===== src/rtl/dmem_store_buffer_pkg.sv =====
// Shared types for the data-memory store buffer: the buffered store entry and default sizing.
package dmem_sb_pkg;

    localparam int SB_DEPTH_DEFAULT = 4;
    localparam int SB_AW            = 32;

    typedef struct packed {
        logic [SB_AW-3:0] waddr;
        logic [31:0]      data;
        logic [3:0]       strb;
    } sb_entry_t;

endpackage


===== src/rtl/sb_fwd_merge.sv =====
// Per-lane load forwarding: each byte comes from the newest valid matching entry, else from memory.
module sb_fwd_merge
    import dmem_sb_pkg::*;
#(
    parameter int DEPTH = SB_DEPTH_DEFAULT
) (
    input  sb_entry_t                  entries_i [DEPTH],
    input  logic [DEPTH-1:0]           valid_i,
    input  logic [$clog2(DEPTH)-1:0]   rd_idx_i,
    input  logic [SB_AW-3:0]           lookup_waddr_i,
    input  logic [31:0]                mem_rd_data_i,
    output logic [31:0]                read_data_o
);

    localparam int IW = $clog2(DEPTH);

    // Walk oldest to newest so that later (younger) matches overwrite earlier ones.
    always_comb begin
        logic [IW-1:0] idx;
        read_data_o = mem_rd_data_i;
        idx         = rd_idx_i;
        for (int i = 0; i < DEPTH; i++) begin
            idx = rd_idx_i + IW'(i);
            if (valid_i[idx] && (entries_i[idx].waddr == lookup_waddr_i)) begin
                for (int b = 0; b < 4; b++) begin
                    if (entries_i[idx].strb[b]) begin
                        read_data_o[8*b +: 8] = entries_i[idx].data[8*b +: 8];
                    end
                end
            end
        end
    end

endmodule


===== src/rtl/dmem_store_buffer.sv =====
// Posted-write buffer between the core data port and a slower data memory, with load forwarding.
module dmem_store_buffer
    import dmem_sb_pkg::*;
#(
    parameter int DEPTH = SB_DEPTH_DEFAULT,
    parameter int AW    = SB_AW
) (
    input  logic          clk,
    input  logic          reset,
    input  logic          MemWrite,
    input  logic [AW-1:0] ALUResult,
    input  logic [31:0]   WriteData,
    input  logic [3:0]    MemWriteByte,
    output logic [31:0]   ReadData,
    output logic          Stall,
    output logic          Empty,
    input  logic [31:0]   MemRdData,
    output logic          MemWvalid,
    input  logic          MemWready,
    output logic [AW-1:0] MemWaddr,
    output logic [31:0]   MemWdata,
    output logic [3:0]    MemWstrb
);

    localparam int IW = $clog2(DEPTH);
    localparam int PW = IW + 1;

    sb_entry_t        entries_q [DEPTH];
    logic [DEPTH-1:0] valid_q, valid_d;
    logic [PW-1:0]    wr_ptr_q, wr_ptr_d;
    logic [PW-1:0]    rd_ptr_q, rd_ptr_d;
    logic [PW-1:0]    count;
    logic [IW-1:0]    wr_idx, rd_idx;
    logic             full, empty, store_req, do_enq, do_deq;
    sb_entry_t        head, new_entry;
    logic             unused_addr_lsbs;

    assign unused_addr_lsbs = ^ALUResult[1:0];

    // Pointers carry one extra wrap bit so full and empty are distinguishable.
    assign count  = wr_ptr_q - rd_ptr_q;
    assign full   = (count == PW'(DEPTH));
    assign empty  = (count == '0);
    assign wr_idx = wr_ptr_q[IW-1:0];
    assign rd_idx = rd_ptr_q[IW-1:0];

    assign store_req = MemWrite && (MemWriteByte != 4'b0000);
    assign do_enq    = store_req && !full;
    assign do_deq    = !empty && MemWready;

    assign new_entry.waddr = ALUResult[AW-1:2];
    assign new_entry.data  = WriteData;
    assign new_entry.strb  = MemWriteByte;

    always_comb begin
        wr_ptr_d = wr_ptr_q;
        rd_ptr_d = rd_ptr_q;
        valid_d  = valid_q;
        if (do_deq) begin
            rd_ptr_d        = rd_ptr_q + PW'(1);
            valid_d[rd_idx] = 1'b0;
        end
        if (do_enq) begin
            wr_ptr_d        = wr_ptr_q + PW'(1);
            valid_d[wr_idx] = 1'b1;
        end
    end

    always_ff @(posedge clk or negedge reset) begin
        if (!reset) begin
            wr_ptr_q <= '0;
            rd_ptr_q <= '0;
            valid_q  <= '0;
        end else begin
            wr_ptr_q <= wr_ptr_d;
            rd_ptr_q <= rd_ptr_d;
            valid_q  <= valid_d;
        end
    end

    // Entry storage is payload only; occupancy lives in valid_q and the pointers.
    always_ff @(posedge clk) begin
        if (do_enq) begin
            entries_q[wr_idx] <= new_entry;
        end
    end

    assign head = entries_q[rd_idx];

    assign MemWvalid = !empty;
    assign Empty     = empty;
    assign Stall     = store_req && full;
    assign MemWaddr  = MemWvalid ? {head.waddr, 2'b00} : '0;
    assign MemWdata  = MemWvalid ? head.data : '0;
    assign MemWstrb  = MemWvalid ? head.strb : '0;

    sb_fwd_merge #(
        .DEPTH (DEPTH)
    ) u_fwd (
        .entries_i      (entries_q),
        .valid_i        (valid_q),
        .rd_idx_i       (rd_idx),
        .lookup_waddr_i (ALUResult[AW-1:2]),
        .mem_rd_data_i  (MemRdData),
        .read_data_o    (ReadData)
    );

endmodule


===== config.mk =====
export PLATFORM = sky130hd
export DESIGN_NAME = dmem_store_buffer
export DESIGN_NICKNAME = d
export VERILOG_FILES = /design/src/rtl/dmem_store_buffer_pkg.sv /design/src/rtl/sb_fwd_merge.sv /design/src/rtl/dmem_store_buffer.sv
export SDC_FILE = /design/constraint.sdc
export NUM_CORES = 1
export LEC_CHECK = 0
export ABC_AREA = 1
export BUFFER_PORTS_ARGS = -buffer_cell sky130_fd_sc_hd__buf_2
export CORE_MARGIN = 1
export CORE_UTILIZATION = 60
export DETAILED_ROUTE_END_ITERATION = 8
export PLACE_DENSITY_LB_ADDON = 0.08
export SLEW_MARGIN = 30
export SYNTH_ARGS = -nofsm -noshare
export SYNTH_HDL_FRONTEND = slang
export SYNTH_SLANG_ARGS = --single-unit

===== constraint.sdc =====
create_clock -name clk -period 13.4 [get_ports clk]
set_input_delay 0.67 -clock clk [delete_from_list [all_inputs] [get_ports clk]]
set_output_delay 0.67 -clock clk [all_outputs]
set_load 0.05 [all_outputs]

==> metrics.txt, run 1 <==
post_cts resized=0; critical path fanouts, max=77; worst-path cell with the longest stage delay=buf_4; initial antenna violation count=8; clk slew on worst S/H paths=0.05 ns; Crit path top cell by count=nand2_1; CTS root buf=clkbuf_16; RSZ-0062 raised after global routing=no; post-synthesis cell area=19,500 sq um; largest net degree at the start of global routing=130; Sum Neg Setup Slack=0 ns; status=finished clean; routed via count=19,833; uppermost layer routed=met5; total track usage=35.9%; crit path capture type=primary output; NumNets Final=3,013; total congestion overflow=0; Setup Fix Bufs, Post-CTS=0; Die X=182 microns; CP max stage delay=0.73 ns; fraction of registers with async set/reset=3.65%; Buf/Inv on CP=5; CTS max path bufs=3; vias per cell=5.90; H-tree Lvls=2; router iterations before antenna repair=6; Post-Syn Area per Cell=7.01 sq um; Worst EP required=12.73 ns; DP Wirelength=39,800 microns; drt total wl=60,000 microns; Slew Viols, Final=0; fraction of layout cells with a size suffix above 1=11.6%; max cap viols=0; top_reg_cell synth=edfxtp_1; Buffers on Ports=202; Worst Hold Class=input port to flop; Least-Margin Pin Slew=0.954 ns; worst r2r src=rd_ptr_q[1]; Final Hold Violating Endpoints=0; Top Ports=207; die outline height=182 microns; synth-to-layout area growth=11.4%; area of the core=31,800 sq um; GP Congestion=1.01; min Tclk post-route=6.70 ns; final cycle utilization of the critical path=50.0%; WL/cell=17.8 microns; vias in the first global route=17,868; M1 WL=24,200 microns; Setup Viol. Count Final=0; CTS tree=built; Seq cells post-synth=274; Seq/Total Area, Yosys=41.9%; CP Class=flop to primary output; Final Util=68.4%; Worst setup SP type=flop; number of enable flip-flop cells after synthesis=264; Post-Synthesis Cells=2,784; first-pass GRT wire length=92,800 microns; HP Start=WriteData[24]; worst path arrival time=6.03 ns; # DRC=0; clock latency on the worst-skew pair=0.53 ns; Largest delay share family, worst path=buffers and inverters; cell chain of the critical path=inv_4, buf_4, ha_2, buf_4, nand3_1, nand2_1, xor2_1, nor3_1, nand2_1, nor2_4, nand3_2, nand2_1, inv_1, a21oi_1, buf_2; initial core utilization=61.4%; Ys Warns=0; clk_skew=0.0187 ns; cts hold-fix bufs=1; site row count=65; Yosys cell types=33; CTS buffer count=34; FILL cells=2,655; Slew headroom=36.4%; Worst Setup SP=rd_ptr_q[1]; met3 routed WL=7250 microns; Detail Route Antenna Nets=0; Die ar.=33,300 sq um; fmax=0.149 GHz; Routed met2 length=26,600 microns; DRT iter0 DRCs=2,359; clock sinks=274
==> cell families (layout without fill, tap and decap cells) <==
| logic type | after synthesis | after routing | synth area share, % |
|---|---|---|---|
| and+or+nand+nor | 1678 | 1678 | 36.2 |
| buffers and inverters | 417 | 554 | 9.10 |
| AOI/OAI and AO/OA | 348 | 348 | 9.19 |
| DFF | 274 | 274 | 41.9 |
| muxes | 32 | 32 | 1.85 |
| xor gates and xnor gates | 24 | 24 | 1.08 |
| adders and majority gates | 10 | 10 | 0.641 |
| other | 1 | 7 | 0.0192 |
==> state kept, by name, indices dropped and copies added (netlist names) <==
register   cells
rd_ptr_q       3
valid_q        4
entries_q    264
wr_ptr_q       3
==> cell type report <==
cell class              count  area, sq um  share of cell area, %
diodes                      5         12.5                 0.0576
clock buffers              44          940                   4.32
clock inverters            15          183                  0.840
inverters                 270         1020                   4.71
multi-input cells        2094         9610                   44.2
flip-flops and latches    274         8190                   37.6
well taps                 435          544                   2.50
repair buffers            225         1250                   5.73
==> layer usage <==
layer	GRT usage [%]	vias up
met1	50.0	9053
met3	7.16	177
met2	55.4	1137
met4	13.8	6
met5	0	-
li1	-	9460
==> cells in the mapped netlist, types with 12 or more instances <==
cell type  count  share of area (%)
nand2_1     1042                 20
nand3_1      490                 13
o21ai_0      287                7.4
inv_1        267                5.1
edfxtp_1     264                 41
nor2_1        96                1.8
buf_2         61                1.6
clkbuf_1      49               0.94
a21oi_1       32               0.82
mux2_2        26                1.5
nand4_1       24               0.77
xor2_1        21               0.94
buf_1         14               0.27
o21ai_1       14               0.36
buf_6         12               0.69
==> worst reg2reg max path: stages (launching register included) <==
cell	delay, ns
dfrtp_4	0.48
inv_4	0.63
buf_4	0.73
ha_1	0.44
a21oi_1	0.20
xor2_1	0.28
nand3b_1	0.19
nand2_1	0.28
nor2_4	0.82
buf_4	0.80
==> placed cells by master (no fill, tap or decap), types with 3 or more instances in the layout <==
| cell type | instances |
|---|---|
| nand2_1 | 1042 |
| nand3_1 | 489 |
| o21ai_0 | 287 |
| inv_1 | 266 |
| edfxtp_1 | 264 |
| buf_2 | 202 |
| nor2_1 | 93 |
| clkbuf_16 | 35 |
| a21oi_1 | 32 |
| mux2_2 | 26 |
| nand4_1 | 24 |
| xor2_1 | 21 |
| buf_4 | 17 |
| o21ai_1 | 14 |
| ha_1 | 9 |
| nand3_2 | 8 |
| a21oi_2 | 8 |
| dfrtp_1 | 8 |
| clkinv_2 | 7 |
| nor2_2 | 6 |
| nor3_1 | 6 |
| mux2_1 | 6 |
| clkbuf_1 | 6 |
| diode_2 | 5 |
| nor2_4 | 5 |
| o21ai_2 | 4 |
| bufinv_16 | 4 |
| inv_6 | 3 |
| xnor2_1 | 3 |
| clkbuf_8 | 3 |
==> metrics by stage <==
stage / area [sq um] / std cells / hold slack, ns / setup WS, ns
3_5_place_dp: 20600 / 3297 / 0.482 / 7.53
5_1_grt: 21700 / 3360 / 0.361 / 6.48
4_1_cts: 21700 / 3357 / 0.353 / 6.95
2_1_floorplan: 19500 / 2785 / 0.374 / 7.68
3_3_place_gp: 20500 / 3294 / 0.480 / 7.55
6_report: 21700 / 3362 / 0.364 / 6.70
==> worst paths after layout <==
kind / cells past startpoint / slack, ns / endpoint
min: 1 / 0.36 / entries_q[94]
max in group asynchronous: 2 / 12.63 / rd_ptr_q[0]
min reg2reg: 1 / 0.49 / rd_ptr_q[2]
min in group asynchronous: 2 / 0.55 / wr_ptr_q[2]
max reg2reg: 9 / 8.12 / entries_q[67]
max: 15 / 6.70 / ReadData[0]
Power of run 1 is not shown: default switching activity piles up to over one toggle a cycle in this logic, so the estimate is an artifact.
==> run 2, diff against run 1 <==
==> constraint.sdc (replaced) <==
create_clock -name clk -period 6.2 [get_ports clk]
set_input_delay 0.31 -clock clk [delete_from_list [all_inputs] [get_ports clk]]
set_output_delay 0.31 -clock clk [all_outputs]
set_load 0.05 [all_outputs]
==> run 2 against run 1 <==
  * Flip-flop and latch count stayed put
  * Cell area is 1.1% higher
  * Wire length is 0.72% higher
  * Utilization is 0.77 points higher
  * Setup slack worse by 6.0 ns
  * Highest routed layer unchanged
  * First-iteration DRC count is 5.0% lower
  * Clock skew is 0.017 ns higher
  * Clock-buffer cell count is 9 lower
  * Critical endpoint is now ReadData[28]
  * Sequential share of layout area is 0.42 points lower
  * Hold slack worse by 0.35 ns
==> metrics.txt, run 2 (synthesis gave the netlist of run 1 again) <==
Setup Viol. Count Final=0 (unchanged); critical path fanouts, max=168 (was 77); clk slew on worst S/H paths=0.06 ns (was 0.05 ns); crit path capture type=primary output (unchanged); WL/cell=17.8 microns (about the same); Slew headroom=32.1% (was 36.4%); vias per cell=5.89 (was 5.90); cell area after layout=22,000 sq um (was 21,700 sq um); status=finished clean (unchanged); Buffers on Ports=202 (unchanged); DP Area=20,600 sq um (about the same); Sum Neg Setup Slack=0 ns (unchanged); fmax=0.181 GHz; CP Class=flop to primary output (unchanged); final hold slack=0.0178 ns (was 0.364 ns); Slew Viols, Final=0 (unchanged); DP Cell Count=3,298 (was 3,297); # DRC=0 (unchanged); router iterations before antenna repair=9 (was 6); synth-to-layout area growth=12.6% (was 11.4%); most common cell after layout, fill and taps aside=nand2_1 (unchanged); Die ar.=33,300 sq um (unchanged); GP Congestion=0.963 (was 1.01); Setup Fix Bufs, Post-CTS=0 (unchanged); fraction of layout cells with a size suffix above 1=11.3% (was 11.6%); Detail Route Antenna Nets=0 (unchanged); max cap viols=0 (unchanged); RSZ-0062 raised after global routing=no (unchanged); Top Ports=207 (unchanged); clk_skew=0.0352 ns (was 0.0187 ns); most frequent cells in the layout=nand2_1 (1,042), nand3_1 (489), o21ai_0 (287) (unchanged); biggest regs=entries_q x264, valid_q x4 (unchanged); Finished Layout Cells=3,394 (was 3,362); total track usage=35.9% (about the same); CTS max path bufs=3 (unchanged); final cycle utilization of the critical path=89.2%; Reg with most FFs=entries_q (unchanged); NumNets Final=3,048 (was 3,013); initial antenna violation count=6 (was 8); cts hold-fix bufs=37 (was 1); Least-Margin Pin Slew=1.02 ns (was 0.954 ns); total congestion overflow=0 (unchanged); DRT iter0 DRCs=2,242 (was 2,359); site row count=65 (unchanged); Die X=182 microns (unchanged); Final Hold Violating Endpoints=0 (unchanged); first-pass GRT wire length=93,200 microns (was 92,800 microns); Worst setup SP type=flop (unchanged); initial core utilization=61.4% (unchanged); Largest register FFs=264 (unchanged); Worst EP required=5.89 ns (was 12.73 ns); drt total wl=60,400 microns (was 60,000 microns); CTS root buf=clkbuf_16 (unchanged); post_cts resized=0 (unchanged); routed via count=19,986 (was 19,833); H-tree Lvls=1 (was 2); largest net degree at the start of global routing=280 (was 130); worst path arrival time=5.22 ns (was 6.03 ns); area of the core=31,800 sq um (unchanged); clock latency on the worst-skew pair=0.59 ns (was 0.53 ns); CTS tree=built (unchanged); vias in the first global route=17,624 (was 17,868); CTS buffer count=30 (was 34); Worst Hold Class=input port to flop (unchanged); die outline height=182 microns (unchanged); DP Wirelength=38,800 microns (was 39,800 microns); min Tclk post-route=5.53 ns; clock sinks=274 (unchanged)
run 2: metal layers:
metal | routed length, microns | GRT usage (%) | vias up
met1 | 24400 | 50.6 | 9119
met4 | 1860 | 12.3 | 4
met2 | 27000 | 55.9 | 1197
met5 | 27 | 0 | -
li1 | - | - | 9523
met3 | 7100 | 6.33 | 143
run 2: layout make-up:
type	count	area [sq um]
timing repair buffer	264	1680
inverter	270	1020
clock inverter	18	156
sequential	274	8190
multi-input combinational	2094	9610
clock buffer	35	769
fill	2636	9810
tap	435	544
antenna	4	10.0
run 2: final timing paths:
path / startpoint / end / slack (ns) / cells past startpoint
max: rd_ptr_q[0] / ReadData[28] / 0.67 / 17
min: ALUResult[24] / entries_q[256] / 0.02 / 1
max reg2reg: rd_ptr_q[1] / entries_q[80] / 2.04 / 9
min reg2reg: rd_ptr_q[2] / rd_ptr_q[2] / 0.52 / 1
max in group asynchronous: reset / rd_ptr_q[0] / 5.87 / 2
min in group asynchronous: reset / rd_ptr_q[1] / 0.11 / 2
run 2: per-stage QoR:
stage / worst slack, ns / utilization [%]
global placement: 1.56 / 64.8
detailed placement: 1.54 / 64.9
CTS: 0.920 / 68.9
global route: 0.460 / 69.1
floorplan: 0.477 / -
finish: 0.668 / 69.1
run 2: critical path, stage by stage, from the launching register on:
cell     delay [ns]
dfrtp_4        0.51
inv_6          0.07
buf_12         0.47
buf_16         0.38
nand2_1        0.13
nand3_1        0.12
nand2_1        0.09
xor2_1         0.26
nand2_1        0.18
nor2_1         0.19
nand2_1        0.09
nor2_2         0.79
buf_4          0.39
nand3_1        0.10
nand3_1        0.11
nand2_1        0.06
a21oi_1        0.25
buf_2          0.33
Power of run 2 is left out for the same reason.
